### config.mk
export PLATFORM = sky130hd
export DESIGN_NAME = cdh_osc_reset_seq
export DESIGN_NICKNAME = d
export VERILOG_FILES = /design/src/rtl/cdh_osc_reset_pkg.sv /design/src/rtl/cdh_sync_ff.sv /design/src/rtl/cdh_osc_reset_seq.sv
export SDC_FILE = /design/constraint.sdc
export NUM_CORES = 1
export LEC_CHECK = 0
export CORE_ASPECT_RATIO = 0.9
export CORE_MARGIN = 1.5
export CORE_UTILIZATION = 52
export DETAILED_ROUTE_END_ITERATION = 10
export DONT_BUFFER_PORTS = 1
export PLACE_DENSITY = 0.67
export REMOVE_ABC_BUFFERS = 1
export SYNTH_ARGS = -nofsm -noshare
export SYNTH_HDL_FRONTEND = slang
export SYNTH_SLANG_ARGS = --single-unit
### constraint.sdc
create_clock -name clk_i -period 4.22 [get_ports clk_i]
set_clock_uncertainty 0.05 [all_clocks]
set_input_delay 0.422 -clock clk_i [delete_from_list [all_inputs] [get_ports clk_i]]
set_output_delay 0.422 -clock clk_i [all_outputs]
set_load 0.05 [all_outputs]
### src/rtl/cdh_osc_reset_pkg.sv
// rtl/cdh_osc_reset_pkg.sv - shared state encoding and parameter defaults for the oscillator reset sequencer
package cdh_osc_reset_pkg;

    typedef enum logic [2:0] {
        ST_WAIT_LOCK = 3'd0,
        ST_STABILIZE = 3'd1,
        ST_WAIT_INIT = 3'd2,
        ST_STAGGER   = 3'd3,
        ST_RUN       = 3'd4,
        ST_FAULT     = 3'd5
    } state_e;

    localparam int STABLE_CYCLES_DEF  = 1024;
    localparam int STAGGER_CYCLES_DEF = 16;
    localparam int TIMEOUT_CYCLES_DEF = 65535;
    localparam int SYNC_STAGES_DEF    = 2;

    function automatic int max3(input int a, input int b, input int c);
        int m;
        m = (a > b) ? a : b;
        return (m > c) ? m : c;
    endfunction

endpackage

### src/rtl/cdh_sync_ff.sv
// rtl/cdh_sync_ff.sv - multi-flop synchronizer for a single asynchronous level input
module cdh_sync_ff #(
    parameter int SYNC_STAGES = 2
) (
    input  logic clk_i,
    input  logic rst_i,
    input  logic d_i,
    output logic q_o
);

    // Depth is clamped so a mis-set parameter never degrades metastability protection.
    localparam int N = (SYNC_STAGES < 2) ? 2 : SYNC_STAGES;

    logic [N-1:0] sync_q;

    always_ff @(posedge clk_i) begin
        if (rst_i) begin
            sync_q <= '0;
        end else begin
            sync_q <= {sync_q[N-2:0], d_i};
        end
    end

    assign q_o = sync_q[N-1];

endmodule

### src/rtl/cdh_osc_reset_seq.sv
// rtl/cdh_osc_reset_seq.sv - lock/init driven MSS and fabric reset release sequencer
module cdh_osc_reset_seq
    import cdh_osc_reset_pkg::*;
#(
    parameter int STABLE_CYCLES  = STABLE_CYCLES_DEF,
    parameter int STAGGER_CYCLES = STAGGER_CYCLES_DEF,
    parameter int TIMEOUT_CYCLES = TIMEOUT_CYCLES_DEF,
    parameter int SYNC_STAGES    = SYNC_STAGES_DEF
) (
    input  logic       clk_i,
    input  logic       rst_i,
    input  logic       lock_i,
    input  logic       init_done_i,
    output logic       mss_reset_n_o,
    output logic       fab_reset_o,
    output logic       ready_o,
    output logic       fault_o,
    output logic [7:0] lock_loss_cnt_o
);

    localparam int TW = $clog2(max3(STABLE_CYCLES, STAGGER_CYCLES, TIMEOUT_CYCLES) + 1);
    localparam logic [TW-1:0] STABLE_LAST  = TW'(STABLE_CYCLES - 1);
    localparam logic [TW-1:0] STAGGER_LAST = TW'(STAGGER_CYCLES - 1);
    localparam logic [TW-1:0] TIMEOUT_LAST = TW'(TIMEOUT_CYCLES - 1);

    logic lock_s;
    logic init_s;

    cdh_sync_ff #(.SYNC_STAGES(SYNC_STAGES)) u_sync_lock (
        .clk_i (clk_i),
        .rst_i (rst_i),
        .d_i   (lock_i),
        .q_o   (lock_s)
    );

    cdh_sync_ff #(.SYNC_STAGES(SYNC_STAGES)) u_sync_init (
        .clk_i (clk_i),
        .rst_i (rst_i),
        .d_i   (init_done_i),
        .q_o   (init_s)
    );

    state_e          state_q, state_d;
    logic [TW-1:0]   timer_q, timer_d;
    logic [7:0]      loss_cnt_q, loss_cnt_d;
    logic            mss_reset_n_q, fab_reset_q, ready_q, fault_q;

    always_comb begin
        state_d = state_q;
        case (state_q)
            ST_WAIT_LOCK: begin
                if (lock_s)
                    state_d = ST_STABILIZE;
                else if (timer_q == TIMEOUT_LAST)
                    state_d = ST_FAULT;
            end
            ST_STABILIZE: begin
                if (!lock_s)
                    state_d = ST_WAIT_LOCK;
                else if (timer_q == STABLE_LAST)
                    state_d = ST_WAIT_INIT;
            end
            ST_WAIT_INIT: begin
                if (!lock_s)
                    state_d = ST_WAIT_LOCK;
                else if (init_s)
                    state_d = ST_STAGGER;
                else if (timer_q == TIMEOUT_LAST)
                    state_d = ST_FAULT;
            end
            ST_STAGGER: begin
                if (!lock_s)
                    state_d = ST_WAIT_LOCK;
                else if (timer_q == STAGGER_LAST)
                    state_d = ST_RUN;
            end
            // init_s is deliberately not consulted once running.
            ST_RUN: begin
                if (!lock_s)
                    state_d = ST_WAIT_LOCK;
            end
            ST_FAULT: state_d = ST_FAULT;
            default:  state_d = ST_WAIT_LOCK;
        endcase
    end

    always_comb begin
        timer_d = timer_q;
        if (state_d != state_q)
            timer_d = '0;
        else if (timer_q != '1)
            timer_d = timer_q + 1'b1;
    end

    always_comb begin
        loss_cnt_d = loss_cnt_q;
        if (state_q == ST_RUN && !lock_s && loss_cnt_q != 8'hFF)
            loss_cnt_d = loss_cnt_q + 8'd1;
    end

    // Outputs are decoded from the next state so they change on the same edge as the state.
    always_ff @(posedge clk_i) begin
        if (rst_i) begin
            state_q       <= ST_WAIT_LOCK;
            timer_q       <= '0;
            loss_cnt_q    <= 8'd0;
            mss_reset_n_q <= 1'b0;
            fab_reset_q   <= 1'b1;
            ready_q       <= 1'b0;
            fault_q       <= 1'b0;
        end else begin
            state_q       <= state_d;
            timer_q       <= timer_d;
            loss_cnt_q    <= loss_cnt_d;
            mss_reset_n_q <= (state_d == ST_WAIT_INIT) || (state_d == ST_STAGGER) ||
                             (state_d == ST_RUN);
            fab_reset_q   <= (state_d != ST_RUN);
            ready_q       <= (state_d == ST_RUN);
            fault_q       <= (state_d == ST_FAULT);
        end
    end

    assign mss_reset_n_o   = mss_reset_n_q;
    assign fab_reset_o     = fab_reset_q;
    assign ready_o         = ready_q;
    assign fault_o         = fault_q;
    assign lock_loss_cnt_o = loss_cnt_q;

endmodule

* Word-level counts from Yosys, hierarchy flattened
Cells that the tools add are included.
** Storage, ports and cells
- Word-level logic and storage cells :: 44
- Input bits :: 4
- Output and inout bits :: 12
- Register bits :: 35
** Operators by class
- Reductions and logical operators :: 7
- Add/sub/neg operators :: 2
- Eq/ne operators :: 16
- Mux-type cells :: 10
** Operator list (number)
- $mux W3 :: 9
- $pmux W3 S6 :: 1
- $add A16 B1 Y16 const B :: 1
- $eq A16 B10 Y1 const B :: 1
- $eq A16 B16 Y1 const B :: 1
- $eq A16 B4 Y1 const B :: 1
- $ne A16 B16 Y1 const B :: 1
- $eq A3 B2 Y1 const B :: 4
- $eq A3 B3 Y1 const B :: 4
- $add A8 B1 Y8 const B :: 1
- $ne A8 B8 Y1 const B :: 1
- $eq A3 B1 Y1 const B :: 1
- $logic_not A3 Y1 :: 1
- $ne A3 B3 Y1 :: 1
- $ne A3 B3 Y1 const B :: 1
- $logic_and A1 B1 Y1 :: 2
- $logic_or A1 B1 Y1 :: 2
- $reduce_or A2 Y1 :: 1
- $logic_not A1 Y1 :: 1

* Logic depth before layout (Yosys ltp)
Gate-level depths: netlist of run 1.
- Depth after elaboration :: 8
- Depth in mapped cells :: 8
- Depth with buffers taken out :: 7

* Modules after synthesis
From an unflattened synthesis of run 1, not the netlist that was laid out.
** Second synthesis, totals
- Cells, all modules :: 190
- Area, all modules :: 1671.6 µm²
** Modules (own cells, without submodules)
- cdh_osc_reset_seq :: cells each 182, instances 1, area an instance 1566.5 µm², sequential area each 620.6 µm²
- cdh_sync_ff :: cells each 4, instances 2, area an instance 52.6 µm², sequential area each 40.0 µm²

* Worst setup path after synthesis of run 1
Ideal clock, no wire load.
- Path type :: flip-flop to flip-flop
- Start :: register loss_cnt_q[0] (netlist: lock_loss_cnt_o[0])
- End :: register loss_cnt_q[5] (netlist: lock_loss_cnt_o[5])
- Required time :: 4042 ps
- Period minus slack after synthesis :: 2145 ps
- Stages on the path, launching flop included :: 7
- Library setup time :: 128 ps
- Path buffers :: 0
- Data arrival time :: 1968 ps
- Path slack :: 2075 ps
- Path through :: dfxtp_1 -> ha_1 -> nand2_1 -> o311ai_0 -> nor3_1 -> xnor2_1 -> nor2_1
** On the way
- Word-level cells in the longest chain between the ends :: 2
- Elaborated cells on any way between the ends :: 3
- Classes of those cells :: 1 x add/sub; 1 x eq/ne; 1 x reduce/logical
** RTL lines
- start, declared :: line cdh_osc_reset_seq.sv:45 : logic [7:0] loss_cnt_q, loss_cnt_d;
- start signal, assigned :: line cdh_osc_reset_seq.sv:114 : loss_cnt_q <= loss_cnt_d;
- parallel branches: the longest is 2 deep, another holds $add A8 B1 Y8
Parallel ways; which one is timed is not known.
A chain may end at the register's enable or synchronous reset.

* Worst setup path after layout of run 1
- Start :: register timer_q[0]
- End :: register timer_q[11]
** On the way
- Word-level cells in the longest chain between the ends :: 7
- Elaborated cells on any way between the ends :: 16
- Classes of those cells :: 1 x add/sub; 5 x eq/ne; 9 x mux; 1 x reduce/logical
** RTL lines
- start, declared :: line cdh_osc_reset_seq.sv:44 : logic [TW-1:0] timer_q, timer_d;
- start signal, assigned :: line cdh_osc_reset_seq.sv:113 : timer_q <= timer_d;
- $eq A16 B16 Y1 :: line cdh_osc_reset_seq.sv:54, cdh_osc_reset_seq.sv:68
- $mux W3 :: line cdh_osc_reset_seq.sv:54, cdh_osc_reset_seq.sv:68
- $mux W3 :: line cdh_osc_reset_seq.sv:66 : else if (init_s)
- $mux W3 :: line cdh_osc_reset_seq.sv:64 : if (!lock_s)
- $pmux W3 S6 :: line cdh_osc_reset_seq.sv:50 : case (state_q)
- $ne A3 B3 Y1 :: line cdh_osc_reset_seq.sv:89 : if (state_d != state_q)
- $reduce_or A2 Y1 (no line)
Parallel ways exist; a longest one is shown, timed or not.

==> flow_metrics.tcl, run 1 <==
set metrics [dict create \
    worst_setup_path_end_kind "register" \
    final_area_um2 1927 \
    placementRows 20 \
    status "finished, final reports clean" \
    postLayoutCoreUtil_pct 57.04 \
    area_growth_pct 4.762 \
    cts_buffers 5 \
    yosysWarnings 0 \
    max_cap_violations 0 \
    r2r_setup_slack_ns 1.50 \
    cp_data_required_time_ns 4.30 \
    synth_top_family_by_area "simple AND/OR/NAND/NOR gates" \
    synth-simple-area-share_pct 32.52 \
    synthFlopType "dfxtp_1" \
    synth_area_um2 1839 \
    yosysMostFrequentCell "dfxtp_1" \
    async_flop_share_pct 0 \
    viasPerCell 5.807 \
    core_um2 3378 \
    fillers 310 \
    synth_common_cells "35 x dfxtp_1, 21 x nor3_1, 18 x nor2_1" \
    cp_data_arrival_time_ns 2.80 \
    slowest_delay_ns 0.82 \
    clk_pin_slew_ns 0.07 \
    grt-ovfl-total 0 \
    nets 216 \
    vdd_drop_max_v 0.0002075 \
    worstReg2RegStart "timer_q[0]" \
    instances_no_fill 254 \
    worstHoldStart "rst_i" \
    min_path_cells 1 \
    layout-drive-gt1-share_pct 8.095 \
    totalWireLength_um 3610 \
    gp_congestion 0.8656 \
    seqCellArea_um2 700.7 \
    post-cts-setup-buffers 0 \
    relSlewSlack_pct 19.96 \
    reg2reg_to "timer_q[11]" \
    cp_max_fo 16 \
    synthMuxAreaShare_pct 1.088 \
    first_pass_iters 4 \
    multi_input_area_um2 1037 \
    fin_tns_setup_ns 0 \
    antenna_found_initial 0 \
    synth_area_leaders "dfxtp_1 38%, xnor2_1 7.6%, nor3_1 5.7%" \
    ioPinCount 16 \
    htree_levels 2 \
    cp_slowest_cell "nor4_4" \
    root_buffer "clkbuf_8" \
    yosysSeqAreaShare_pct 38.10 \
    dp_hpwl_um 2513 \
    drtIter0Drc 88 \
    synth.avg_cell_area_um2 8.717 \
    critPathTopFamily "simple AND/OR/NAND/NOR gates" \
    dp_cells 246 \
    fmax_ghz 0.3682 \
    postCtsHoldBufs 0 \
    period_share_pct 64.37 \
    worst_pin_slew_ns 1.191 \
    cts_tree "built" \
    powerDensity_nw_per_um2 323.5 \
    avgRoutedWirePerCell_um 14.21 \
    synth-compound-area-share_pct 12.18 \
    worstPathCellList "ha_1, and3_1, nand3_1, o21a_1, nor4_4, nor3_1" \
    hold_violations 0 \
    track_usage_pct 21.20 \
    slew_violations 0 \
    cts_sinks 35 \
    finalSetupViolCount 0 \
    synth_adder_area_share_pct 2.041 \
    critPathBufInv 0 \
    die_w_um 65.69 \
    syn-instance-count 211 \
    drc 0 \
    cts_buffer_depth 2 \
    placed_area_um2 1827 \
    grt_setup_unrepaired "false" \
    synth_edf_count 0 \
    worstSkewPairLatency_ns 0.28 \
    worstRegToRegCells 6 \
    synth_xor_area_share_pct 8.571 \
    route.antenna.remaining_nets 0 \
    cts-resized-gates 0 \
    die_h_um 59.42 \
    ys_types 47 \
    diodes 0 \
    grt_pass1_wl_um 6230 \
    ys_ff_latch 35 \
    synth_top_area_share_pct 38.10 \
    p_leak_nw 0.5854 \
    portBuffers 0 \
    initial_utilization_pct 54.44 \
    period_needed_ns 2.716 \
    grt_pass1_vias 1344 \
    grt_max_degree 17 \
    startpoint "timer_q[0]" \
    vias 1475 \
    fp.dieArea_um2 3903 \
    synth_top_area_cell "dfxtp_1" \
    cp-start-kind "register" \
    hold_path_class "in -> reg" \
    hold_end "lock_loss_cnt_o[1]" \
    worstSetupPathType "reg -> reg" \
]
-- worst max path at each step --
| stage | cells after the start | slack (ns) | end |
|---|---|---|---|
| 2_1_floorplan | 6 | 1.95 | timer_q[2] |
| 3_3_place_gp | 6 | 1.60 | timer_q[7] |
| 3_5_place_dp | 6 | 1.50 | timer_q[11] |
| 4_1_cts | 6 | 1.50 | timer_q[11] |
| 5_1_grt | 6 | 1.23 | timer_q[15] |
| 6_report | 6 | 1.50 | timer_q[11] |
-- flip-flops by register name, summed over array words and instances (netlist names) --
| signal | count |
|---|---|
| u_sync_lock.sync_q | 2 |
| mss_reset_n_o | 1 |
| lock_loss_cnt_o | 8 |
| state_q | 3 |
| timer_q | 16 |
| ready_o | 1 |
| fab_reset_o | 1 |
| fault_o | 1 |
| u_sync_init.sync_q | 2 |
-- final cells by class --
class                           instances  share of cell area [%]
Multi-Input combinational cell        158                   53.83
Tap cell                               44                   2.857
Clock buffer                            8                   5.195
Sequential cell                        35                   36.36
Inverter                                9                   1.753
-- worst reg2reg max path, delay by kind of cell (launching register included) --
family | cells | cell delay (ns)
simple gates | 4 | 1.45
flops | 1 | 0.41
fa+ha+maj | 1 | 0.39
compound gates | 1 | 0.26
-- cells in the final DEF (no fill, tap or decap), types with 2 or more instances in the layout --
cell type,count
a211oi_1,6
a21oi_1,6
a31oi_1,3
and2_1,3
and3_1,2
and4_1,2
clkbuf_8,7
dfxtp_1,35
ha_1,3
inv_1,9
mux2i_1,2
nand2_1,13
nand2b_1,2
nand3_1,7
nand4_1,9
nor2_1,18
nor2b_1,9
nor3_1,21
nor3_2,2
nor4_1,5
nor4_2,2
o21a_2,2
o21ai_0,2
or3_1,2
xnor2_1,16
xor2_1,2
-- report_power, final --
group / switching, mW / internal, mW
Combinational: 0.0130 / 0.00893
Clock: 0.112 / 0.149
Sequential: 0.00590 / 0.335
Total: 0.131 / 0.493
-- metal layers --
metal  part of all wire [%]  wire (um)  vias up  track usage [%]
met5                      0          0        -                0
met3                    5.3        192        5            6.844
li1                       -          -      758                -
met4                    1.5         55        0            10.42
met2                     45       1613       31            31.31
met1                     48       1749      681            27.92
-- per-stage QoR --
step	setup WS (ns)	hold WS, ns	total power, mW
4_1_cts	1.503	0.1369	0.6331
2_1_floorplan	1.953	0.3638	0.3646
3_3_place_gp	1.601	0.3655	0.3692
5_1_grt	1.229	0.1361	0.6541
3_5_place_dp	1.500	0.3758	0.3702
6_report	1.504	0.1513	0.6234
-- cell families after synthesis --
logic type,Yosys count
simple gates,104
flops,35
compound gates,31
xor+xnor,18
buf+inv,18
fa+ha+maj,3
mux,2
Note: power is estimated with default switching activity, not from simulation.
==> run 2: changes to the inputs <==
PLACE_DENSITY = 0.7   (was 0.67)
clock period = 2.35 ns   (was 4.22 ns; I/O delays follow)
==> flow_metrics.tcl, run 2 (synthesized netlist as in run 1, its figures left out) <==
set metrics [dict create \
    cp_data_arrival_time_ns 2.28 \
    reg2reg_to "timer_q[2]" \
    grt_max_degree 17 \
    largest_register_ffs 16 \
    postLayoutCoreUtil_pct 60.22 \
    worstSkewPairLatency_ns 0.29 \
    nets 230 \
    track_usage_pct 22.51 \
    antenna_found_initial 0 \
    worstRegToRegCells 7 \
    powerDensity_nw_per_um2 558.9 \
    layout-drive-gt1-share_pct 13.39 \
    avgRoutedWirePerCell_um 14.79 \
    max_cap_violations 0 \
    p_total_mw 1.137 \
    switchingPower_uw 249.2 \
    r2r_setup_slack_ns 0.19 \
    initial_utilization_pct 54.44 \
    placed_area_um2 1924 \
    final_area_um2 2034 \
    period_needed_ns 2.164 \
    viasPerCell 5.866 \
    portBuffers 0 \
    p_clk_share_pct 42.0 \
    cts_buffers 5 \
    grt_setup_unrepaired "false" \
    layout_commonest_cell "dfxtp_1" \
    drtIter0Drc 121 \
    drc 0 \
    startpoint "timer_q[1]" \
    crit_path_end "timer_q[2]" \
    totalWireLength_um 3965 \
    cp_slowest_cell "dfxtp_1" \
    min_path_cells 1 \
    die_h_um 59.42 \
    period_share_pct 92.10 \
    hold_path_class "in -> reg" \
    slowest_delay_ns 0.41 \
    grt_pass1_vias 1422 \
    ioPinCount 16 \
    critPathBufInv 1 \
    largest-register "timer_q" \
    first_pass_iters 4 \
    status "finished, final reports clean" \
    fmax_ghz 0.4620 \
    diodes 0 \
    cp_data_required_time_ns 2.46 \
    finalSetupViolCount 0 \
    cts_tree "built" \
    p_leak_nw 0.6590 \
    cp-start-kind "register" \
    grt-ovfl-total 0 \
    clk_pin_slew_ns 0.07 \
    dp_hpwl_um 2808 \
    cp_max_fo 16 \
    route.antenna.remaining_nets 0 \
    die_w_um 65.69 \
    worst_setup_path_end_kind "register" \
    cts_buffer_depth 2 \
    area_growth_pct 10.61 \
    grt_pass1_wl_um 6693 \
    root_buffer "clkbuf_8" \
    fin_tns_setup_ns 0 \
    cts_sinks 35 \
    placementRows 20 \
    vdd_drop_max_v 0.0003562 \
    relSlewSlack_pct 29.66 \
    p_int_uw 887.9 \
    worstReg2RegStart "timer_q[1]" \
    worst_pin_slew_ns 1.042 \
    final_cell_mix "35 x dfxtp_1, 21 x nor3_1, 18 x nor2_1, 16 x xnor2_1" \
    critPathTopFamily "simple AND/OR/NAND/NOR gates" \
    worstPathCellList "ha_1, and3_1, nand3_1, o21a_1, nor4_4, buf_4, nor4_1" \
    path_depth 7 \
    vias 1572 \
    cts-resized-gates 0 \
    hold_violations 0 \
    pwr-share-comb_pct 4.3 \
    worstSetupPathType "reg -> reg" \
    gp_congestion 0.8764 \
    slew_violations 0 \
    p_seq_share_pct 53.7 \
    fp.dieArea_um2 3903 \
    htree_levels 2 \
    core_um2 3378 \
    switching_share_pct 21.92 \
]
run 2: worst register-to-register path: cells and delay by family (launching register included):
kind	cells	cell delay (ns)
and+or+nand+nor	4	0.81
DFF	1	0.41
adders and majority gates	1	0.26
AOI/OAI and AO/OA	1	0.26
buffers and inverters	1	0.25
run 2: worst min path at each step:
stage                startpoint               endpoint  slack, ns
floorplan                 rst_i     lock_loss_cnt_o[1]       0.25
global placement          rst_i  u_sync_init.sync_q[0]       0.26
CTS                 init_done_i  u_sync_init.sync_q[0]       0.02
detailed placement        rst_i     lock_loss_cnt_o[1]       0.26
global route        init_done_i  u_sync_init.sync_q[0]       0.04
finish              init_done_i  u_sync_init.sync_q[0]       0.02
run 2: power groups by stage:
stage	Sequential [mW]	Clock, mW	Combinational, mW
after floorplan	0.623	0	0.0320
after global placement	0.623	0	0.0431
after detailed placement	0.624	0	0.0431
after CTS	0.610	0.484	0.0479
after global routing	0.611	0.516	0.0541
final	0.611	0.478	0.0486
run 2: layout make-up:
class	instances	area [um^2]
fill	303	1344
inverter	9	33.78
multi-input combinational	158	1037
sequential	35	700.7
timing repair buffer	14	107.6
tap	44	55.05
clock buffer	8	100.1
run 2: per-layer routing:
layer / track usage [%] / share of wire (%)
met2: 33.62 / 46
met1: 30.72 / 49
met4: 10.42 / 2.0
met3: 5.513 / 3.7
met5: 0 / 0
run 2: repair_timing:
action,in CTS,in global routing
hold endpoints to repair,12,0
setup buffers,0,0
hold buffers,1,0
run 2: stage by stage:
stage	setup WS [ns]	hold WS (ns)	cells
3_5_place_dp	0.2018	0.2581	259
3_3_place_gp	0.3101	0.2582	259
5_1_grt	0.007940	0.03957	268
2_1_floorplan	0.08309	0.2541	202
4_1_cts	0.1993	0.01635	268
6_report	0.1857	0.01663	268
==> run 3: changes to the inputs <==
ABC_AREA = 1   (was unset)
CAP_MARGIN = 20   (was unset)
==> flow_metrics.tcl, run 3 <==
set metrics [dict create \
    status "finished, final reports clean" \
    synth_area_um2 1912 \
    drc 0 \
    hold_violations 0 \
    wl_met3_um 184 \
    period_share_pct 86.90 \
    largest_register_ffs 16 \
    nets 288 \
    worstSetupPathType "reg -> reg" \
    postLayoutCoreUtil_pct 61.70 \
    worstRegToRegCells 9 \
    layout-drive-gt1-share_pct 16.37 \
    ys_types 29 \
    totalWireLength_um 3640 \
    instances_no_fill 325 \
    post-cts-setup-buffers 0 \
    worst_setup_path_end_kind "register" \
    switching_share_pct 23.17 \
    postCtsHoldBufs 3 \
    dp_hpwl_um 2735 \
    vias 1633 \
    cts_buffers 5 \
    synth_top_area_cell "dfxtp_1" \
    drtIter0Drc 101 \
    die_w_um 66.92 \
    placementRows 20 \
    worst_pin_slew_ns 0.4745 \
    met1_length_um 1817 \
    placed_area_um2 2013 \
    synth_top_area_share_pct 36.65 \
    slew_violations 0 \
    grt_pass1_vias 1478 \
    antenna_found_initial 0 \
    period_needed_ns 2.042 \
    first_pass_iters 4 \
    largest-register "timer_q" \
    finalSetupViolCount 0 \
    layout_commonest_cell "nand2_1" \
    powerDensity_nw_per_um2 522.5 \
    wl_met2_um 1583 \
    gp_congestion 0.9129 \
    hold_slack_ns 0.04959 \
    worst_slack_ns 0.3078 \
    area_growth_pct 11.45 \
    grt_setup_unrepaired "false" \
    final_area_um2 2131 \
    synth.avg_cell_area_um2 7.242 \
    diodes 0 \
    final_cell_mix "55 x nand2_1, 48 x nor2_1, 35 x dfxtp_1, 28 x inv_1, 12 x nand3_1" \
    core_um2 3453 \
    fp.dieArea_um2 4050 \
    highest_layer "met4" \
    pwr-share-comb_pct 6.3 \
    root_buffer "clkbuf_8" \
    route.antenna.remaining_nets 0 \
    cts_buffer_depth 2 \
    cp_data_arrival_time_ns 2.21 \
    p_total_mw 1.113 \
    relSlewSlack_pct 68.32 \
    die_h_um 60.53 \
    track_usage_pct 20.54 \
    cp_max_fo 16 \
    worstSkewPairLatency_ns 0.29 \
    synth_edf_count 0 \
    syn-instance-count 264 \
    grt-ovfl-total 0 \
    cts-resized-gates 0 \
    cts_tree "built" \
    ys_ff_latch 35 \
    grt_max_degree 17 \
    async_flop_share_pct 0 \
    htree_levels 2 \
    yosysSeqAreaShare_pct 36.65 \
    synthFlopType "dfxtp_1" \
    avgRoutedWirePerCell_um 11.20 \
    dp_cells 315 \
    max_cap_violations 0 \
    cts_sinks 35 \
    min_path_cells 2 \
    switchingPower_uw 257.9 \
    yosysMostFrequentCell "nand2_1" \
    ioPinCount 16 \
    p_seq_share_pct 54.9 \
    synth_area_leaders "dfxtp_1 37%, nand2_1 11%, nor2_1 9.4%" \
    p_leak_nw 0.8902 \
    yosysWarnings 0 \
    cp_data_required_time_ns 2.52 \
    p_int_uw 855.4 \
    grt_pass1_wl_um 6320 \
    p_clk_share_pct 38.8 \
    initial_utilization_pct 55.36 \
    portBuffers 0 \
    synth_common_cells "55 x nand2_1, 48 x nor2_1, 35 x dfxtp_1" \
    vdd_drop_max_v 0.0003816 \
    cp-start-kind "register" \
    viasPerCell 5.025 \
    dp_worst_setup_slack_ns 0.3203 \
    fin_tns_setup_ns 0 \
    hold_path_class "in -> reg" \
    clk_pin_slew_ns 0.07 \
    fmax_ghz 0.4897 \
]
run 3: cell types whose count changed in the layout (fill, tap and decap cells not counted), sizes merged, moves of 11 or more:
cell,previous run,this run
nor2,18,61
nand2,13,60
inv,9,32
nor3,23,5
xnor2,16,5
run 3: final cells by class:
type	count	area (um^2)
inverters	32	120.1
flip-flops and latches	35	700.7
repair buffers	13	105.1
well taps	44	55.05
clock buffers	6	82.58
fillers	343	1323
clock inverters	1	5.005
multi-input cells	194	1062
run 3: cells by family after synthesis:
family	Yosys count	share of synthesized area, %
buf+inv	35	7.787
fa+ha+maj	3	1.964
simple gates	158	41.56
compound gates	17	4.712
flops	35	36.65
xor+xnor	16	7.330
run 3: final timing paths:
check | start | end | slack (ns)
setup / recovery | timer_q[1] | timer_q[5] | 0.31
hold / removal | rst_i | lock_loss_cnt_o[2] | 0.05
setup reg to reg | timer_q[1] | timer_q[5] | 0.31
hold reg to reg | u_sync_lock.sync_q[0] | u_sync_lock.sync_q[1] | 0.35
run 3: worst max-delay path, stage by stage (launching register included):
cell	delay [ns]
dfxtp_1	0.38
ha_1	0.25
nand3_4	0.12
nor2_4	0.16
nand4_1	0.18
nand4_1	0.15
nand2_1	0.09
nor2_4	0.11
nand3_4	0.27
nor2_1	0.19
run 3: layer usage:
layer,vias to the layer above,track usage [%]
li1,866,-
met1,722,28.38
met2,39,31.29
met3,6,5.009
met4,0,7.872
met5,-,0
run 3: power by group through the flow:
stage	clock, mW	combinational (mW)	sequential (mW)
finish	0.432	0.0703	0.611
CTS	0.445	0.0701	0.611
floorplan	0	0.0549	0.623
detailed placement	0	0.0642	0.625
global placement	0	0.0638	0.624
global route	0.463	0.0799	0.612
